`src/rtl/depack_pkg.sv`:
```
// Shared definitions for the frame depacketiser: default header bytes,
// checksum mode encodings, FSM state encoding and the checksum step.
package depack_pkg;

  localparam logic [7:0] DEF_HDR0 = 8'hEB;
  localparam logic [7:0] DEF_HDR1 = 8'h90;

  localparam int CSUM_ADD = 0;
  localparam int CSUM_XOR = 1;

  typedef enum logic [1:0] {
    ST_RX,
    ST_HDR,
    ST_SUM,
    ST_CMP
  } state_e;

  // Carries are discarded: the 8-bit result of acc + b wraps modulo 256.
  function automatic logic [7:0] csum_step(input int mode, input logic [7:0] acc,
                                           input logic [7:0] b);
    return (mode == CSUM_XOR) ? (acc ^ b) : (acc + b);
  endfunction

endpackage

```
`src/rtl/frame_cksum.sv`:
```
// 8-bit checksum accumulator: clear, then fold one byte per enabled cycle
// using modulo-256 add or XOR depending on MODE.
module frame_cksum
  import depack_pkg::*;
#(
  parameter int MODE = CSUM_ADD
) (
  input  logic       clk,
  input  logic       rst_n,
  input  logic       i_clr,
  input  logic       i_en,
  input  logic [7:0] i_byte,
  output logic [7:0] o_sum
);

  logic [7:0] r_acc;

  // NOTE: sequential state is always written with non-blocking assignments so
  // every register samples pre-edge values regardless of process order.
  always_ff @(posedge clk or negedge rst_n) begin
    if (!rst_n)     r_acc <= '0;
    else if (i_clr) r_acc <= '0;
    else if (i_en)  r_acc <= csum_step(MODE, r_acc, i_byte);
  end

  assign o_sum = r_acc;

endmodule

```
`src/rtl/frame_depack_p.sv`:
```
// Byte-stream frame depacketiser: sliding-window header search, serial
// checksum verification, and a single-entry published frame with overrun flag.
module frame_depack_p
  import depack_pkg::*;
#(
  parameter int         FRAME_LEN = 42,
  parameter logic [7:0] HDR0      = DEF_HDR0,
  parameter logic [7:0] HDR1      = DEF_HDR1,
  parameter int         CSUM_MODE = CSUM_ADD
) (
  input  logic                   clk,
  input  logic                   rst,
  input  logic                   in_valid,
  input  logic [7:0]             in_data,
  output logic                   in_ready,
  input  logic                   load,
  output logic                   frame_ready,
  output logic [8*FRAME_LEN-1:0] frame_data,
  output logic                   crc_err,
  output logic                   overrun,
  output logic [15:0]            good_cnt,
  output logic [15:0]            err_cnt
);

  localparam int              CW        = $clog2(FRAME_LEN + 1);
  localparam int              WW        = 8 * FRAME_LEN;
  localparam logic [CW-1:0]   FILL_FULL = CW'(FRAME_LEN);
  localparam logic [CW-1:0]   FILL_LAST = CW'(FRAME_LEN - 1);
  localparam logic [CW-1:0]   FILL_ONE  = CW'(1);
  localparam logic [CW-1:0]   IDX_FIRST = CW'(2);
  localparam logic [CW-1:0]   IDX_LAST  = CW'(FRAME_LEN - 2);

  state_e          r_state, w_next;
  logic [WW-1:0]   r_win;
  logic [CW-1:0]   r_fill;
  logic [CW-1:0]   r_idx;
  logic            w_accept, w_hdr_ok, w_match, w_publish;
  logic            w_sum_clr, w_sum_en;
  logic [7:0]      w_sum_byte, w_sum;

  // Window byte k lives at [8*(FRAME_LEN-1-k) +: 8], the same layout as frame_data.
  assign in_ready   = (r_state == ST_RX);
  assign w_accept   = in_valid && in_ready;
  assign w_hdr_ok   = (r_win[WW-1 -: 8] == HDR0) && (r_win[WW-9 -: 8] == HDR1);
  assign w_sum_byte = r_win[8*(FRAME_LEN-1-int'(r_idx)) +: 8];
  assign w_match    = (w_sum == r_win[7:0]);
  assign w_publish  = (r_state == ST_CMP) && w_match;

  frame_cksum #(
    .MODE(CSUM_MODE)
  ) u_cksum (
    .clk   (clk),
    .rst_n (rst),
    .i_clr (w_sum_clr),
    .i_en  (w_sum_en),
    .i_byte(w_sum_byte),
    .o_sum (w_sum)
  );

  always_ff @(posedge clk or negedge rst) begin
    if (!rst) r_state <= ST_RX;
    else      r_state <= w_next;
  end

  // NOTE: every signal written here gets a default first, so no path leaves
  // it unassigned and no latch is inferred.
  always_comb begin
    w_next    = r_state;
    w_sum_clr = 1'b0;
    w_sum_en  = 1'b0;
    case (r_state)
      ST_RX:  if (r_fill == FILL_FULL || (w_accept && r_fill == FILL_LAST)) w_next = ST_HDR;
      ST_HDR: begin
        w_next    = w_hdr_ok ? ST_SUM : ST_RX;
        w_sum_clr = w_hdr_ok;
      end
      ST_SUM: begin
        w_sum_en = 1'b1;
        if (r_idx == IDX_LAST) w_next = ST_CMP;
      end
      ST_CMP:  w_next = ST_RX;
      default: w_next = ST_RX;
    endcase
  end

  // NOTE: the window and published frame are plain registers, not RAM, so
  // they take the async reset like any other state.
  always_ff @(posedge clk or negedge rst) begin
    if (!rst) begin
      r_win       <= '0;
      r_fill      <= '0;
      r_idx       <= '0;
      frame_data  <= '0;
      frame_ready <= 1'b0;
      crc_err     <= 1'b0;
      overrun     <= 1'b0;
      good_cnt    <= '0;
      err_cnt     <= '0;
    end else begin
      if (w_accept) begin
        r_win <= {r_win[WW-9:0], in_data};
        if (r_fill != FILL_FULL) r_fill <= r_fill + FILL_ONE;
      end

      case (r_state)
        ST_HDR: begin
          if (w_hdr_ok) r_idx  <= IDX_FIRST;
          else          r_fill <= FILL_LAST;
        end
        ST_SUM: r_idx <= r_idx + FILL_ONE;
        ST_CMP: begin
          if (w_match) begin
            frame_data <= r_win;
            crc_err    <= 1'b0;
            r_fill     <= '0;
            if (good_cnt != 16'hFFFF) good_cnt <= good_cnt + 16'd1;
          end else begin
            crc_err <= 1'b1;
            r_fill  <= FILL_LAST;
            if (err_cnt != 16'hFFFF) err_cnt <= err_cnt + 16'd1;
          end
        end
        default: ;
      endcase

      // A publish beats a same-cycle load; replacing an unread frame is an overrun.
      if (w_publish) begin
        frame_ready <= 1'b1;
        if (frame_ready && !load) overrun <= 1'b1;
      end else if (load) begin
        frame_ready <= 1'b0;
      end
    end
  end

endmodule

```
`config.mk`:
```
export PLATFORM = sky130hd
export DESIGN_NAME = frame_depack_p
export DESIGN_NICKNAME = d
export VERILOG_FILES = /design/src/rtl/depack_pkg.sv /design/src/rtl/frame_cksum.sv /design/src/rtl/frame_depack_p.sv
export SDC_FILE = /design/constraint.sdc
export NUM_CORES = 1
export LEC_CHECK = 0
export BUFFER_PORTS_ARGS = -buffer_cell sky130_fd_sc_hd__buf_2
export CORE_AREA = 2 2 270 245
export CTS_BUF_LIST = sky130_fd_sc_hd__clkbuf_16
export DETAILED_ROUTE_END_ITERATION = 12
export DIE_AREA = 0 0 272 247
export HOLD_SLACK_MARGIN = 0.03
export PLACE_DENSITY = 0.69
export SLEW_MARGIN = 25
export SYNTH_ARGS = -nofsm -noshare
export SYNTH_HDL_FRONTEND = slang
export SYNTH_HIERARCHICAL = 1
export SYNTH_SLANG_ARGS = --single-unit
```
`constraint.sdc`:
```
create_clock -name clk -period 5.6 [get_ports clk]
set_clock_uncertainty 0.1 [all_clocks]
set_input_delay 0.28 -clock clk [delete_from_list [all_inputs] [get_ports clk]]
set_output_delay 0.28 -clock clk [all_outputs]
set_load 0.02 [all_outputs]
```
* After elaboration in Yosys (flattened, before gate mapping)
Cells that the tools add are included.
Word-level totals: bits of input ports 12, output and inout port bits 372, bits in registers 729
Cells by class: bitwise operators 1, add/subtract/negate cells 6, shifts and indexed selects 1, reductions and logical operators 17, multiplexer cells 18, eq/ne operators 15
Operator list (count):
- indexed part select 336 x 10 -> 8 bit | 1
- adder 16 x 1 -> 16 bit, second input constant | 2
- inequality test 16 bit, second input constant | 2
- two-way mux 6 bit | 5
- case mux 6 bit (2 select lines) | 2
- == test 6 bit, second input constant | 3
- == test 8 bit, second input constant | 2
- two-way mux 8 bit | 2
- adder 6 x 1 -> 6 bit, second input constant | 2
- adder 8 bit | 1
- == test 8 bit | 1
- case mux 2 bit (4 select lines) | 1
- AND reduction 2 bit | 4
- subtractor 6 x 6 -> 7 bit, first input constant | 1
- two-way mux 2 bit | 3
- inequality test 6 bit, second input constant | 1
- AND reduction 3 bit | 2
- nonzero test 2 bit | 3
- logical AND 1 bit | 5
- two-way mux 1 bit | 5
- == test 2 bit, second input constant | 2
- inequality test 2 bit, second input constant | 2
- == test 2 x 1 -> 1 bit, second input constant | 1
- logical NOT 2 bit | 1
- other kinds (4) | 4

* Longest topological paths before layout
Gate-level depths: netlist of run 1.
depth in word-level cells 6, gate-level depth with buffers 18, mapped depth without buffers 14

* By module
The synthesis of run 1 kept the hierarchy.
By module, submodules not included:
- frame_depack_p | area each 30591.8 um2, times used 1, sequential area each 18042.3 um2, cells each 2734
- frame_cksum | area each 646.9 um2, times used 1, sequential area each 200.2 um2, cells each 66

* Least setup slack after synthesis of run 1
OpenSTA, ideal clock, no wires.
path kind flip-flop to flip-flop, from register r_idx[1], to register u_cksum.r_acc[6], in the netlist u_cksum/o_sum[6], arrival 3.381 ns, stages on the path, launching flop included 18, setup time 0.134 ns, path slack 1.984 ns, period minus slack after synthesis 3.616 ns, path through dfrtp_1 buf_4 inv_2 ha_1 buf_2 buf_4 buf_4 nor2_1 a221oi_1 o22ai_1 nor3_1 ha_1 fa_1 a21o_2 a21oi_1 o21ai_0 nand3_1 o211ai_1
Between the ends: longest elaborated chain between the ends 5
Ends and longest elaborated chain:
- start: declaration | line frame_depack_p.sv:36 | logic [CW-1:0] r_idx;
- start signal: assignment | line frame_depack_p.sv:110 | ST_SUM: r_idx <= r_idx + FILL_ONE;
- subtractor 6 x 6 -> 7 bit | line frame_depack_p.sv:45 | assign w_sum_byte = r_win[8*(FRAME_LEN-1-int'(r_idx)) +: 8];
- indexed part select 336 x 10 -> 8 bit | line frame_depack_p.sv:45
- via w_sum_byte[0] | line frame_depack_p.sv:39 | logic [7:0] w_sum_byte, w_sum;
- adder 8 bit | line depack_pkg.sv:21 | return (mode == CSUM_XOR) ? (acc ^ b) : (acc + b);
- two-way mux 8 bit | line frame_cksum.sv:23 | else if (i_en) r_acc <= csum_step(MODE, r_acc, i_byte);
- two-way mux 8 bit | line frame_cksum.sv:22 | else if (i_clr) r_acc <= '0;
- end signal: assignment | line frame_cksum.sv:23
- end: declaration | line frame_cksum.sv:16 | logic [7:0] r_acc;
The timed path passes the listed nets, and every way through them passes these cells. The select of a mux whose other input is x is not followed. A chain may end at the register's enable or synchronous reset.

* Worst setup path after layout of run 1
Ends and elaborated chain as after synthesis.

==> reports/qor.yml, run 1 <==
crit_slowest_cell: "a32oi_1"
final_cell_mix: "nand2_1 (1052), dfrtp_1 (727), buf_2 (382), mux2_2 (353), mux2i_1 (123)"
start_util_pct: 48.3
maxCapViolations: 0
finalWeightedCongestion: 0.891
syn2layout_area_growth_pct: 16.1
synth_edf_count: 0
dieArea_sq_um: 67200
synthesis.nets: 2829
crit_fanout: 36
cp_slowest_stage_delay_ns: 0.64
power_density_nw_per_um2: 391
hold_class: "primary input to flip-flop"
path_class: "flip-flop to flip-flop"
drive_above_1_share_pct: 28.4
antenna_left: 0
p_leak_nw: 19.1
die_h_um: 247
grt_pass1_wl_um: 136000
drtIter0Drc: 1681
hpwl_um: 62000
avgSynthCellArea_sq_um: 11.2
sw_frac_of_total_pct: 29.8
cpLargestDelayFamily: "compound AO/OA/AOI/OAI gates"
synth_area_sq_um: 31200
fin_crit_ns: 4.66
drt-total-wl_um: 89000
diodes: 0
async_flop_share_pct: 100
power.internal_mw: 9.96
final_area_sq_um: 36300
die_w_um: 272
cts_tree: "yes"
io_pins: 384
setup_viol: 0
synth_seq_cells: 729
dr.pass1.iters: 7
crit_chain: "buf_4 -> buf_4 -> nor2_1 -> a32oi_1 -> o22ai_1 -> a21oi_1 -> a21oi_1 -> fa_1 -> a21o_2 -> a21oi_1 -> o21ai_0 -> nand3_1 -> o211ai_1"
fin_crit_sh_pct: 83.1
core_sq_um: 64700
cts_buffer_depth: 3
grt-ovfl-total: 0
fmax_mhz: 215
drc: 0
register_area_sq_um: 18300
start_kind: "flip-flop"
hold_violations: 0
num_vias: 22300
slew_violations: 0
wl_per_cell_um: 21.9
rsz0062_at_grt: "no"
cp.arrival_ns: 5.06
fin_nets: 3168
synth_flop_cell: "dfrtp_1"
worst_ep_required_time_ns: 6.00
synthCells: 2800
clkPwrFrac_pct: 34.5
placed_area_sq_um: 33700
post-cts-setup-buffers: 0
crit_buf_inv: 2
vias_per_cell: 5.50
root_buffer: "clkbuf_16"
p_sw_mw: 4.24
grt_start_max_net_pins: 192
finalSetupTns_ns: 0
numCtsBuffers: 75
path_clk_slew_ns: 0.07
cts_num_sinks: 729
maxSlewHeadroom_pct: 18.5
multi_input_area_sq_um: 12200
nFillCells: 5450
crit_path_frequent_cell: "a21oi_1"
clock_latency_ns: 0.63
synth_warnings: 6
final_common_cell: "nand2_1"
grt_pass1_vias: 22600
worst_pin_slew_ns: 1.22
comb_power_share_pct: 14.0
io_buffers: 383
outcome: "finished clean"
ys_types: 69
peakVddDrop_mv: 0.286
grt_util_all_layers_pct: 26.4
synth_seq_area_share_pct: 58.4
antenna_found_initial: 1
floorplan.rows: 89
crit_path_end_kind: "flip-flop"
cts.htree.levels: 3
seq_power_share_pct: 51.5
[cells in the mapped netlist, drive strengths merged, types with 12 or more instances]
library cell | instances | area [sq um]
a21oi | 13 | 68.8
a221oi | 20 | 175
a22o | 19 | 166
buf | 130 | 698
clkbuf | 23 | 86.3
dfrtp | 729 | 18200
ha | 16 | 200
mux2 | 356 | 4010
mux2i | 123 | 1230
mux4 | 16 | 360
nand2 | 1054 | 3960
nand3 | 18 | 90.1
nand4 | 17 | 106
nor2 | 44 | 170
nor3 | 13 | 76.3
o21ai | 16 | 80.1
o22ai | 19 | 119
xnor2 | 38 | 333
xor2 | 12 | 105
[flip-flops by register name (all words and copies together), names as in the netlist, named ones only]
register and count:
good_cnt 16, err_cnt 16, frame_ready 1, r_fill 6
u_cksum/o_sum 8, r_idx 6, crc_err 1, r_state 1
frame_data 336, overrun 1, r_win 336
[per-stage QoR]
| step | power, mW | hold WS [ns] | util (%) | worst slack, ns | std cells |
|---|---|---|---|---|---|
| 3_5_place_dp | 9.31 | 0.260 | 52.1 | 0.738 | 3915 |
| 2_1_floorplan | 8.21 | -0.116 | - | 1.98 | 2800 |
| 6_report | 14.2 | 0.0763 | 56.1 | 0.944 | 4063 |
| 3_3_place_gp | 9.22 | 0.257 | 52.1 | 0.990 | 3915 |
| 5_1_grt | 14.7 | 0.0896 | 56.1 | 0.637 | 4063 |
| 4_1_cts | 14.2 | 0.0456 | 56.0 | 0.701 | 4062 |
[worst min-delay path, cell delays in order]
cell and delay [ns]:
buf_2 0.12, nor2b_1 0.24, o32ai_1 0.11
[path summary, 6_finish.rpt]
path	startpoint	to	slack [ns]	depth (start not counted)
max	r_idx[1]$_DFFE_PN0P_	u_cksum/o_sum[6]$_DFFE_PN0P_	0.94	13
min	in_valid	r_fill[1]$_DFF_PN0_	0.08	3
max reg2reg	r_idx[1]$_DFFE_PN0P_	u_cksum/o_sum[6]$_DFFE_PN0P_	0.94	13
min reg2reg	frame_data[14]$_DFFE_PN0P_	frame_data[14]$_DFFE_PN0P_	0.36	2
max in group asynchronous	rst	frame_data[93]$_DFFE_PN0P_	3.82	3
min in group asynchronous	rst	r_win[36]$_DFFE_PN0N_	0.20	2
[layout make-up]
cell class                      count  area share [%]
Clock buffer                       78            5.38
Clock inverter                     59            1.22
Inverter                           12           0.124
Timing Repair Buffer              415            6.34
Tap cell                          864            2.98
Multi-Input combinational cell   1906            33.6
Sequential cell                   729            50.3
[repair_timing]
item	CTS	global route
hold buffers	10	0
hold endpoints to repair	91	0
gates resized for setup	0	0
[layer usage]
layer  vias up  wire length (um)  track usage (%)
li1      10100                 -                -
met1     11400             38100             36.1
met2       709             42200             42.0
met3       148              5920             5.77
met4         0              2830             8.92
met5         -                 0                0
[power by group through the flow]
stage / clock network, mW / logic [mW] / registers [mW]
2_1_floorplan: 0 / 1.50 / 6.72
5_1_grt: 5.20 / 2.12 / 7.39
3_3_place_gp: 0 / 1.87 / 7.35
3_5_place_dp: 0 / 1.94 / 7.37
6_report: 4.90 / 1.98 / 7.31
4_1_cts: 4.98 / 1.97 / 7.27
[kinds of logic (layout without fill, tap and decap cells)]
family,Yosys count,in the layout,synth area share (%)
flops,729,729,58.4
xor+xnor,50,50,1.40
compound gates,150,150,3.63
fa+ha+maj,17,17,0.705
mux,495,495,17.9
simple gates,1194,1194,15.3
buf+inv,165,564,2.66
No activity file was read; power rests on OpenSTA's default activity.
==> run 2, diff against run 1 <==
--- a/config.mk
+++ b/config.mk
@@ -5,13 +5,14 @@
 export SDC_FILE = /design/constraint.sdc
 export NUM_CORES = 1
 export LEC_CHECK = 0
+export ABC_AREA = 1
 export BUFFER_PORTS_ARGS = -buffer_cell sky130_fd_sc_hd__buf_2
-export CORE_AREA = 2 2 270 245
+export CORE_AREA = 2 2 276 251
 export CTS_BUF_LIST = sky130_fd_sc_hd__clkbuf_16
 export DETAILED_ROUTE_END_ITERATION = 12
-export DIE_AREA = 0 0 272 247
+export DIE_AREA = 0 0 278 253
 export HOLD_SLACK_MARGIN = 0.03
-export PLACE_DENSITY = 0.69
+export PLACE_DENSITY = 0.68
 export SLEW_MARGIN = 25
 export SYNTH_ARGS = -nofsm -noshare
 export SYNTH_HDL_FRONTEND = slang
==> constraint.sdc (replaced) <==
create_clock -name clk -period 4.55 [get_ports clk]
set_clock_uncertainty 0.1 [all_clocks]
set_input_delay 0.2275 -clock clk [delete_from_list [all_inputs] [get_ports clk]]
set_output_delay 0.2275 -clock clk [all_outputs]
set_load 0.02 [all_outputs]
==> run 2 against run 1 <==
Routed wire length up 0.70%. Via count up 15%. Sequential power up 11%. Combinational power up 34%. First-iteration DRC count up 36%. Global-route usage down 0.90 points. Area after synthesis up 4.7%. Power up 21%.
==> reports/qor.yml, run 2 <==
outcome: "finished clean"
grt-ovfl-total: 0
dr.pass1.iters: 7
clock_latency_ns: 0.63
post-cts-setup-buffers: 0
crit_chain: "buf_4 -> buf_4 -> o21ai_1 -> xor2_2 -> nor2_1 -> nand2_1 -> nand3_1 -> nor2_1 -> ha_1 -> fa_1 -> nand2_1 -> nand2_1 -> nand3b_1 -> nand3b_1 -> nand3_1 -> nand2_1"
cts_tree: "yes"
cts.htree.levels: 3
setup_viol: 0
grt_pass1_vias: 24000
synthCells: 3758
synth_top_area_cell: "dfrtp_1"
hpwl_um: 61800
synth_flop_cell: "dfrtp_1"
synth_area_leaders: "dfrtp_1 (56%), nand2_1 (14%), o21ai_0 (6.1%), o21ai_2 (5.4%), inv_1 (4.6%)"
cts_buffer_depth: 3
die_w_um: 278
final_cell_mix: "nand2_1 (1215), dfrtp_1 (727), inv_1 (416), o21ai_0 (399), buf_2 (382)"
synth_warnings: 6
diodes: 0
start_kind: "flip-flop"
fin_crit_sh_pct: 85.5
final_common_cell: "nand2_1"
ys_types: 38
rrSetupSlack_ns: 0.66
slew_violations: 0
rsz0062_at_grt: "no"
antenna_left: 0
synth_common_cells: "nand2_1 (1216), dfrtp_1 (729), inv_1 (403)"
synth_seq_area_share_pct: 55.8
die_h_um: 253
syn2layout_area_growth_pct: 15.0
avgSynthCellArea_sq_um: 8.70
maxCapViolations: 0
p_leak_nw: 18.2
fin_nets: 4079
grt_pass1_wl_um: 141000
reg_top3: "frame_data x336, r_win x336"
hold_ws_ns: 0.192
hold_violations: 0
post_cts_resized: 0
drive_above_1_share_pct: 18.4
floorplan.rows: 91
path_class: "flip-flop to flip-flop"
antenna_found_initial: 0
io_buffers: 383
dieArea_sq_um: 70300
finalWeightedCongestion: 0.876
start_util_pct: 48.3
synth_seq_cells: 729
hold_class: "primary input to async pin"
yosysTopAreaCellShare_pct: 55.8
wl_per_cell_um: 18.0
grt_start_max_net_pins: 304
synth_area_sq_um: 32700
drtIter0Drc: 2288
cp.arrival_ns: 4.30
numCtsBuffers: 76
cp_slowest_stage_delay_ns: 0.59
crit_path_end_kind: "flip-flop"
drt-total-wl_um: 89700
vias_per_cell: 5.15
fin_crit_ns: 3.89
io_pins: 384
maxSlewHeadroom_pct: 30.2
power_density_nw_per_um2: 456
finish.utilization_pct: 55.5
finalSetupTns_ns: 0
crit_path_frequent_cell: "nand2_1"
fmax_mhz: 257
nFillCells: 6089
drc: 0
synth_edf_count: 0
core_sq_um: 67700
peakVddDrop_mv: 0.256
synthesis.nets: 3787
yosysMostFrequentCell: "nand2_1"
num_vias: 25700
path_clk_slew_ns: 0.06
cts_hold_buf: 11
crit_fanout: 49
worst_ep_required_time_ns: 4.96
root_buffer: "clkbuf_16"
crit_slowest_cell: "buf_4"
grt_util_all_layers_pct: 25.5
cts_num_sinks: 729
p_total_mw: 17.1
async_flop_share_pct: 100
worst_pin_slew_ns: 1.05
==> run 2: cell types whose count changed after synthesis, sizes merged, moves of 16 or more <==
cell    before   now
mux2       356     0
mux4        16     0
buf        130   113
o22ai       19     1
nand2     1054  1218
mux2i      123     0
xnor2       38    14
a22o        19     2
inv         11   409
o21ai       16   714
nand3       18   277
a221oi      20     0
clkbuf      23   107
nor2        44    62
==> run 2: metrics by stage <==
stage	area [sq um]	cells	worst slack, ns
6_report	37600	4988	0.662
5_1_grt	37600	4988	0.426
4_1_cts	37600	4987	0.652
3_5_place_dp	34900	4843	0.658
3_3_place_gp	34900	4843	0.742
2_1_floorplan	32700	3758	1.11
==> run 2: worst max-delay path, delay by kind of cell, from the launching register on <==
family | cells | cell delay (ns)
DFF | 1 | 0.41
adders and majority gates | 2 | 0.60
xor gates and xnor gates | 1 | 0.25
and+or+nand+nor | 10 | 1.19
AOI/OAI and AO/OA | 1 | 0.21
buffers and inverters | 2 | 0.99
==> run 2: final timing paths <==
kind / startpoint / endpoint / cells past startpoint
max: r_idx[1]$_DFFE_PN0P_ / u_cksum/o_sum[6]$_DFFE_PN0P_ / 16
min in group clk: in_data[3] / r_win[3]$_DFFE_PN0N_ / 4
max reg2reg: r_idx[1]$_DFFE_PN0P_ / u_cksum/o_sum[6]$_DFFE_PN0P_ / 16
min reg2reg: frame_data[328]$_DFFE_PN0P_ / frame_data[328]$_DFFE_PN0P_ / 2
max in group asynchronous: rst / frame_data[176]$_DFFE_PN0P_ / 3
min: rst / frame_data[261]$_DFFE_PN0P_ / 2
==> run 2: cells by family after synthesis <==
| group | Yosys count | synth area share [%] |
|---|---|---|
| AND/OR/NAND/NOR | 1591 | 19.7 |
| AO/OA/AOI/OAI | 750 | 14.0 |
| flip-flops | 729 | 55.8 |
| buffers and inverters | 630 | 8.79 |
| XOR/XNOR | 41 | 1.12 |
| adder cells (fa/ha/maj) | 17 | 0.673 |
==> run 2: power by group <==
part           total [mW]  switching, mW  internal (mW)
Combinational        2.65           1.94          0.713
Sequential           8.11          0.785           7.32
Clock                6.39           2.65           3.74
Total                17.1           5.37           11.8
==> run 2: cell type report <==
cell class,count,area (sq um),share of cell area (%)
tap,883,1100,2.94
timing repair buffer,434,2560,6.81
clock inverter,55,566,1.50
sequential,729,18300,48.6
clock buffer,78,1950,5.19
inverter,410,1550,4.11
multi-input combinational,2399,11600,30.9
==> run 2: layer usage <==
layer,GRT usage (%),part of all wire [%],up-vias,wire (um)
met5,0,0,-,0
met1,38.0,47,12300,41700
met3,4.02,5.6,137,5020
li1,-,-,12500,-
met4,6.80,2.5,0,2270
met2,38.9,45,746,40700
